## src/rtl/handshake_join3_if.sv

```systemverilog
// handshake_join3_if: three token input channels, the joined output beat and join status.
interface handshake_join3_if #(
   parameter int DATA_W = 8,
   parameter int CNT_W  = 16
);
   logic              s0_valid, s0_ready;
   logic [DATA_W-1:0] s0_data;
   logic              s1_valid, s1_ready;
   logic [DATA_W-1:0] s1_data;
   logic              s2_valid, s2_ready;
   logic [DATA_W-1:0] s2_data;
   logic                m_valid, m_ready;
   logic [3*DATA_W-1:0] m_data;
   logic [2:0]          arrived;
   logic [CNT_W-1:0]    join_count;

   modport master (
      output s0_valid, s0_data, s1_valid, s1_data, s2_valid, s2_data, m_ready,
      input  s0_ready, s1_ready, s2_ready, m_valid, m_data, arrived, join_count
   );

   modport slave (
      input  s0_valid, s0_data, s1_valid, s1_data, s2_valid, s2_data, m_ready,
      output s0_ready, s1_ready, s2_ready, m_valid, m_data, arrived, join_count
   );
endinterface

```

## src/rtl/handshake_join3.sv

```systemverilog
// handshake_join3: three-channel valid/ready join whose arrival vector feeds a Muller C-element.
// Defining JOIN_TIMEOUT_EN adds a partial-arrival watchdog with an err_timeout pulse.
module handshake_join3 #(
   parameter int DATA_W         = 8,
   parameter int CNT_W          = 16,
   parameter int TIMEOUT_CYCLES = 64
) (
   input  logic clk,
   input  logic resetn,
`ifdef JOIN_TIMEOUT_EN
   output logic err_timeout,
`endif
   handshake_join3_if.slave bus
);
   logic [2:0]          valid, cap, arrived_q, arrived_d;
   logic [DATA_W-1:0]   data [3];
   logic [DATA_W-1:0]   hold_q [3];
   logic [DATA_W-1:0]   hold_d [3];
   logic                m_valid_q, m_valid_d, join_fire, xfer, expire;
   logic [3*DATA_W-1:0] m_data_q, m_data_d;
   logic [CNT_W-1:0]    cnt_q, cnt_d;

   assign valid     = {bus.s2_valid, bus.s1_valid, bus.s0_valid};
   assign data[0]   = bus.s0_data;
   assign data[1]   = bus.s1_data;
   assign data[2]   = bus.s2_data;
   assign cap       = valid & ~arrived_q;
   assign join_fire = (&arrived_q) & (~m_valid_q | bus.m_ready);
   assign xfer      = m_valid_q & bus.m_ready;

   assign bus.s0_ready   = ~arrived_q[0];
   assign bus.s1_ready   = ~arrived_q[1];
   assign bus.s2_ready   = ~arrived_q[2];
   assign bus.m_valid    = m_valid_q;
   assign bus.m_data     = m_data_q;
   assign bus.arrived    = arrived_q;
   assign bus.join_count = cnt_q;

`ifdef JOIN_TIMEOUT_EN
   localparam int WD_W = $clog2(TIMEOUT_CYCLES + 1);
   logic [WD_W-1:0] wd_q, wd_d;
   logic            err_q, wd_inc;
   // The watchdog only runs while a round is partially collected and idle
   assign wd_inc      = ~(|cap | join_fire | (arrived_q == 3'b000) | (&arrived_q));
   assign expire      = wd_inc & (wd_q == WD_W'(TIMEOUT_CYCLES - 1));
   assign wd_d        = (wd_inc & ~expire) ? wd_q + 1'b1 : '0;
   assign err_timeout = err_q;
   always_ff @(posedge clk or negedge resetn) begin
      if (!resetn) begin
         wd_q  <= '0;
         err_q <= 1'b0;
      end else begin
         wd_q  <= wd_d;
         err_q <= expire;
      end
   end
`else
   logic unused_timeout;
   assign expire         = 1'b0;
   assign unused_timeout = ^TIMEOUT_CYCLES;
`endif

   always_comb begin
      arrived_d = (join_fire | expire) ? 3'b000 : arrived_q | cap;
      for (int i = 0; i < 3; i++) hold_d[i] = cap[i] ? data[i] : hold_q[i];
      m_valid_d = join_fire | (m_valid_q & ~bus.m_ready);
      m_data_d  = join_fire ? {hold_q[2], hold_q[1], hold_q[0]} : m_data_q;
      cnt_d     = cnt_q + CNT_W'(xfer);
   end

   always_ff @(posedge clk or negedge resetn) begin
      if (!resetn) begin
         arrived_q <= '0;
         hold_q    <= '{default: '0};
         m_valid_q <= 1'b0;
         m_data_q  <= '0;
         cnt_q     <= '0;
      end else begin
         arrived_q <= arrived_d;
         hold_q    <= hold_d;
         m_valid_q <= m_valid_d;
         m_data_q  <= m_data_d;
         cnt_q     <= cnt_d;
      end
   end
endmodule

```

## src/flat_wrapper.sv

```systemverilog
// flat-port wrapper written by rule: the top's interface ports become plain ports
module handshake_join3_flat 
#(
   parameter int DATA_W         = 8,
   parameter int CNT_W          = 16,
   parameter int TIMEOUT_CYCLES = 64
)
  (clk, resetn, bus_s0_valid, bus_s0_data, bus_s1_valid, bus_s1_data, bus_s2_valid, bus_s2_data, bus_m_ready, bus_s0_ready, bus_s1_ready, bus_s2_ready, bus_m_valid, bus_m_data, bus_arrived, bus_join_count);
  handshake_join3_if #(.DATA_W(DATA_W), .CNT_W(CNT_W)) bus_i ();
  input  logic clk;
  input  logic resetn;
  input wire logic [$bits(bus_i.s0_valid)-1:0] bus_s0_valid;
  input wire logic [$bits(bus_i.s0_data)-1:0] bus_s0_data;
  input wire logic [$bits(bus_i.s1_valid)-1:0] bus_s1_valid;
  input wire logic [$bits(bus_i.s1_data)-1:0] bus_s1_data;
  input wire logic [$bits(bus_i.s2_valid)-1:0] bus_s2_valid;
  input wire logic [$bits(bus_i.s2_data)-1:0] bus_s2_data;
  input wire logic [$bits(bus_i.m_ready)-1:0] bus_m_ready;
  output wire logic [$bits(bus_i.s0_ready)-1:0] bus_s0_ready;
  output wire logic [$bits(bus_i.s1_ready)-1:0] bus_s1_ready;
  output wire logic [$bits(bus_i.s2_ready)-1:0] bus_s2_ready;
  output wire logic [$bits(bus_i.m_valid)-1:0] bus_m_valid;
  output wire logic [$bits(bus_i.m_data)-1:0] bus_m_data;
  output wire logic [$bits(bus_i.arrived)-1:0] bus_arrived;
  output wire logic [$bits(bus_i.join_count)-1:0] bus_join_count;
  assign bus_i.s0_valid = bus_s0_valid;
  assign bus_i.s0_data = bus_s0_data;
  assign bus_i.s1_valid = bus_s1_valid;
  assign bus_i.s1_data = bus_s1_data;
  assign bus_i.s2_valid = bus_s2_valid;
  assign bus_i.s2_data = bus_s2_data;
  assign bus_i.m_ready = bus_m_ready;
  assign bus_s0_ready = bus_i.s0_ready;
  assign bus_s1_ready = bus_i.s1_ready;
  assign bus_s2_ready = bus_i.s2_ready;
  assign bus_m_valid = bus_i.m_valid;
  assign bus_m_data = bus_i.m_data;
  assign bus_arrived = bus_i.arrived;
  assign bus_join_count = bus_i.join_count;
  handshake_join3 #(.DATA_W(DATA_W), .CNT_W(CNT_W), .TIMEOUT_CYCLES(TIMEOUT_CYCLES)) u_core (.clk(clk), .resetn(resetn), .bus(bus_i));
endmodule
```

## config.mk

```make
export PLATFORM = sky130hd
export DESIGN_NAME = handshake_join3_flat
export DESIGN_NICKNAME = d
export VERILOG_FILES = /design/src/rtl/handshake_join3_if.sv /design/src/rtl/handshake_join3.sv /design/src/flat_wrapper.sv
export SDC_FILE = /design/constraint.sdc
export NUM_CORES = 1
export LEC_CHECK = 0
export CELL_PAD_IN_SITES_DETAIL_PLACEMENT = 1
export CELL_PAD_IN_SITES_GLOBAL_PLACEMENT = 1
export CORE_MARGIN = 2
export CORE_UTILIZATION = 34
export CTS_CLUSTER_SIZE = 24
export DETAILED_ROUTE_END_ITERATION = 8
export GPL_TIMING_DRIVEN = 0
export PLACE_DENSITY = 0.73
export SLEW_MARGIN = 5
export SYNTH_ARGS = -nofsm -noshare
export SYNTH_HDL_FRONTEND = slang
export SYNTH_SLANG_ARGS = --single-unit
```

## constraint.sdc

```tcl
create_clock -name clk -period 1.4 [get_ports clk]
set_input_delay 0.42 -clock clk [delete_from_list [all_inputs] [get_ports clk]]
set_output_delay 0.42 -clock clk [all_outputs]
set_load 0.03 [all_outputs]
```

==> results.json, run 1 <==
{
  "cp_cell_sequence": "buf_4 > buf_6",
  "routabilityCongestion": 0.691,
  "wl_per_cell_um": 15.9,
  "synth_nets": 212,
  "yosys.area.top_type": "dfrtp_1",
  "finalSetupViolations": 10,
  "hold_buffers": 0,
  "setup.worst_path.end_class": "output port",
  "cts_root_buf": "clkbuf_8",
  "ir_drop_v": 0.00110,
  "min_period_over_period_pct": 103,
  "grt_use_total_pct": 15.3,
  "critPathLaunchType": "register",
  "via_count": 1873,
  "core-area_um2": 7690,
  "synth_cells": 179,
  "rows": 32,
  "slew_viol_final": 0,
  "fin_ws_ns": -0.0360,
  "skew_ns": 0.0109,
  "antenna_found_initial": 0,
  "diodes": 0,
  "critical_path.top_delay_family": "flip-flops",
  "total_power_mw": 10.2,
  "regToRegEndpoint": "u_core.bus.join_count[14]$_DFF_PN0_",
  "dr.pass1.iters": 4,
  "leakagePower_nw": 1.93,
  "dieWidth_um": 93.0,
  "syn_area_um2": 2690,
  "tritoncts": "yes",
  "max_slew_margin_pct": 69.1,
  "cts.path.max_buffers": 2,
  "grt_pass1_vias": 2039,
  "wl_met1_um": 2780,
  "crit_start": "u_core.bus.m_valid$_DFF_PN0_",
  "ys_seq_area_share_pct": 63.2,
  "cts_max_level": 3,
  "synth_top_area_share_pct": 63.2,
  "wl_um": 6380,
  "finalHoldViolCount": 0,
  "reg2regPathDepth": 7,
  "met2WireLength_um": 3200,
  "highest_layer": "met4",
  "status": "finished, violations left",
  "die-height_um": 93.0,
  "grt_pass1_wl_um": 10100,
  "dieArea_um2": 8650,
  "postSynthAreaPerCell_um2": 15.0,
  "hold_path.class": "in -> async",
  "crit_buf_inv": 2,
  "drtAntennaViolNets": 0,
  "drc": 0,
  "tightest_slew_ns": 0.463,
  "worstPathMaxFanout": 3,
  "failed_checks": "setup timing",
  "slowest_delay_ns": 0.42,
  "critPathKind": "reg -> out",
  "drtIter0Drc": 37,
  "numPortBuffers": 76,
  "ys_warn_count": 0,
  "ys_seq_elements": 68,
  "cap_violations": 0,
  "powerDensity_nw_per_um2": 2470,
  "dp_hpwl_um": 4000,
  "start_util_pct": 35.0,
  "dp_slack_ns": -0.758,
  "io-pin-count": 77,
  "worstPathArrival_ns": 1.02,
  "period_minus_slack_ns": 1.44,
  "max_freq_mhz": 696,
  "via_per_inst": 4.67,
  "grt_max_degree": 36,
  "grt_setup_unrepaired": "true",
  "fillers": 774,
  "area_growth_pct": 53.9,
  "synthTopCellsByArea": "dfrtp_1 (63%), mux2_2 (20%), xnor2_1 (3.3%)",
  "clk_pin_slew_ns": 0.08,
  "ys_types": 24,
  "wl_met3_um": 325,
  "drive_above_1_share_pct": 57.2,
  "numCtsBuffers": 9,
  "clk_latency_ns": 0.33,
  "r2r_setup_slack_ns": -0.02,
  "cp.required_ns": 0.98,
  "fin_nets": 327,
  "cts_sinks": 68,
  "overflow": 0,
  "slowest_stage": "dfrtp_2",
  "reg2reg_from": "u_core.bus.m_valid$_DFF_PN0_"
}
## cell families (layout without fill, tap and decap cells)
logic type | after synthesis | after routing | share of synthesized area (%)
muxes | 48 | 48 | 20.1
buffers and inverters | 11 | 131 | 2.55
and+or+nand+nor | 33 | 33 | 7.48
xor gates and xnor gates | 14 | 14 | 4.55
adders and majority gates | 3 | 3 | 1.39
DFF | 68 | 68 | 63.2
AOI/OAI and AO/OA | 2 | 2 | 0.790
## worst reg2reg max path, stage by stage, from the launching register on
cell and delay [ns]:
dfrtp_2 0.38, inv_2 0.05, nor2_4 0.11, ha_4 0.16
ha_4 0.12, and4_4 0.25, nand4_1 0.11, xnor2_1 0.14
## where the power goes
group | internal (mW) | switching, mW | leakage (nW) | total (mW)
combinational | 2.53 | 2.29 | 0.993 | 4.82
clock | 1.28 | 0.723 | 0.127 | 2.00
sequential | 2.85 | 0.565 | 0.816 | 3.42
## final cells by class
cell class | instances | area (µm²) | share of cell area, %
Sequential cell | 68 | 1710 | 41.3
Multi-Input combinational cell | 100 | 1090 | 26.3
Timing Repair Buffer | 105 | 888 | 21.4
Clock buffer | 12 | 155 | 3.74
Tap cell | 102 | 128 | 3.08
Clock inverter | 4 | 95.1 | 2.29
Buffer | 5 | 60.1 | 1.45
Inverter | 5 | 18.8 | 0.453
## routing by layer
metal | up-vias | global-route usage, %
li1 | 855 | -
met1 | 962 | 18.8
met2 | 49 | 25.7
met3 | 7 | 3.71
met4 | 0 | 6.62
met5 | - | 0
## flip-flops by register name, indices dropped and copies added, names as in the netlist
signal / cells
u_core.bus.arrived: 3
u_core.hold_q: 24
u_core.bus.join_count: 16
u_core.bus.m_data: 24
u_core.bus.m_valid: 1
## worst max path at each step
| stage | to | slack, ns | depth (start not counted) |
|---|---|---|---|
| after floorplan | u_core.bus.join_count[8]$_DFF_PN0_ | -0.19 | 7 |
| after global placement | u_core.bus.arrived[2]$_DFF_PN0_ | -2.71 | 1 |
| after detailed placement | u_core.bus.join_count[12]$_DFF_PN0_ | -0.76 | 8 |
| after CTS | u_core.bus.join_count[14]$_DFF_PN0_ | -0.08 | 7 |
| after global routing | u_core.bus.join_count[14]$_DFF_PN0_ | -0.12 | 7 |
| final | bus_m_valid | -0.04 | 2 |
## placed cells by master, fill, tap and decap left out, drive strengths merged
cell type,Yosys,routed
a21oi,1,1
and2b,3,3
and3,2,2
and4,4,4
and4bb,1,1
buf,5,77
bufinv,0,3
clkbuf,1,17
clkdlybuf4s50,0,27
clkinv,0,1
dfrtp,68,68
dlygate4sd2,0,1
ha,3,3
inv,5,5
mux2,48,48
nand2,2,2
nand3,6,6
nand4,5,5
nand4b,1,1
nor2,8,8
nor3,1,1
o21ai,1,1
xnor2,10,10
xor2,4,4
## cells in the mapped netlist, drive strengths merged
cell type	count
a21oi	1
and2b	3
and3	2
and4	4
and4bb	1
buf	5
clkbuf	1
dfrtp	68
ha	3
inv	5
mux2	48
nand2	2
nand3	6
nand4	5
nand4b	1
nor2	8
nor3	1
o21ai	1
xnor2	10
xor2	4
## per-stage QoR
step | utilization, % | instance area [µm²] | cells | hold WS [ns] | setup TNS, ns
after floorplan | - | 2790 | 179 | 0.124 | -2.22
after global placement | 47.8 | 3680 | 357 | 0.456 | -201.97
after detailed placement | 48.0 | 3690 | 358 | 0.408 | -35.66
after CTS | 52.0 | 4000 | 389 | 0.0385 | -0.417
after global routing | 53.9 | 4150 | 401 | 0.0538 | -1.97
final | 53.9 | 4150 | 401 | 0.0401 | -0.104
## what timing repair did
item,4_1_cts,5_1_grt
setup buffers,14,12
setup endpoints to repair,87,59
pin swaps,12,11
cloned,1,1
gates resized for setup,278,12
Power figures use the tool's default switching activity.
==> run 2, diff against run 1 <==
- ABC_AREA: default -> 0
- CAP_MARGIN: default -> 15
- HOLD_SLACK_MARGIN: default -> 0.02
==> results of run 2 <==
The final DEF is identical to that of run 1; final timing and power are the same.
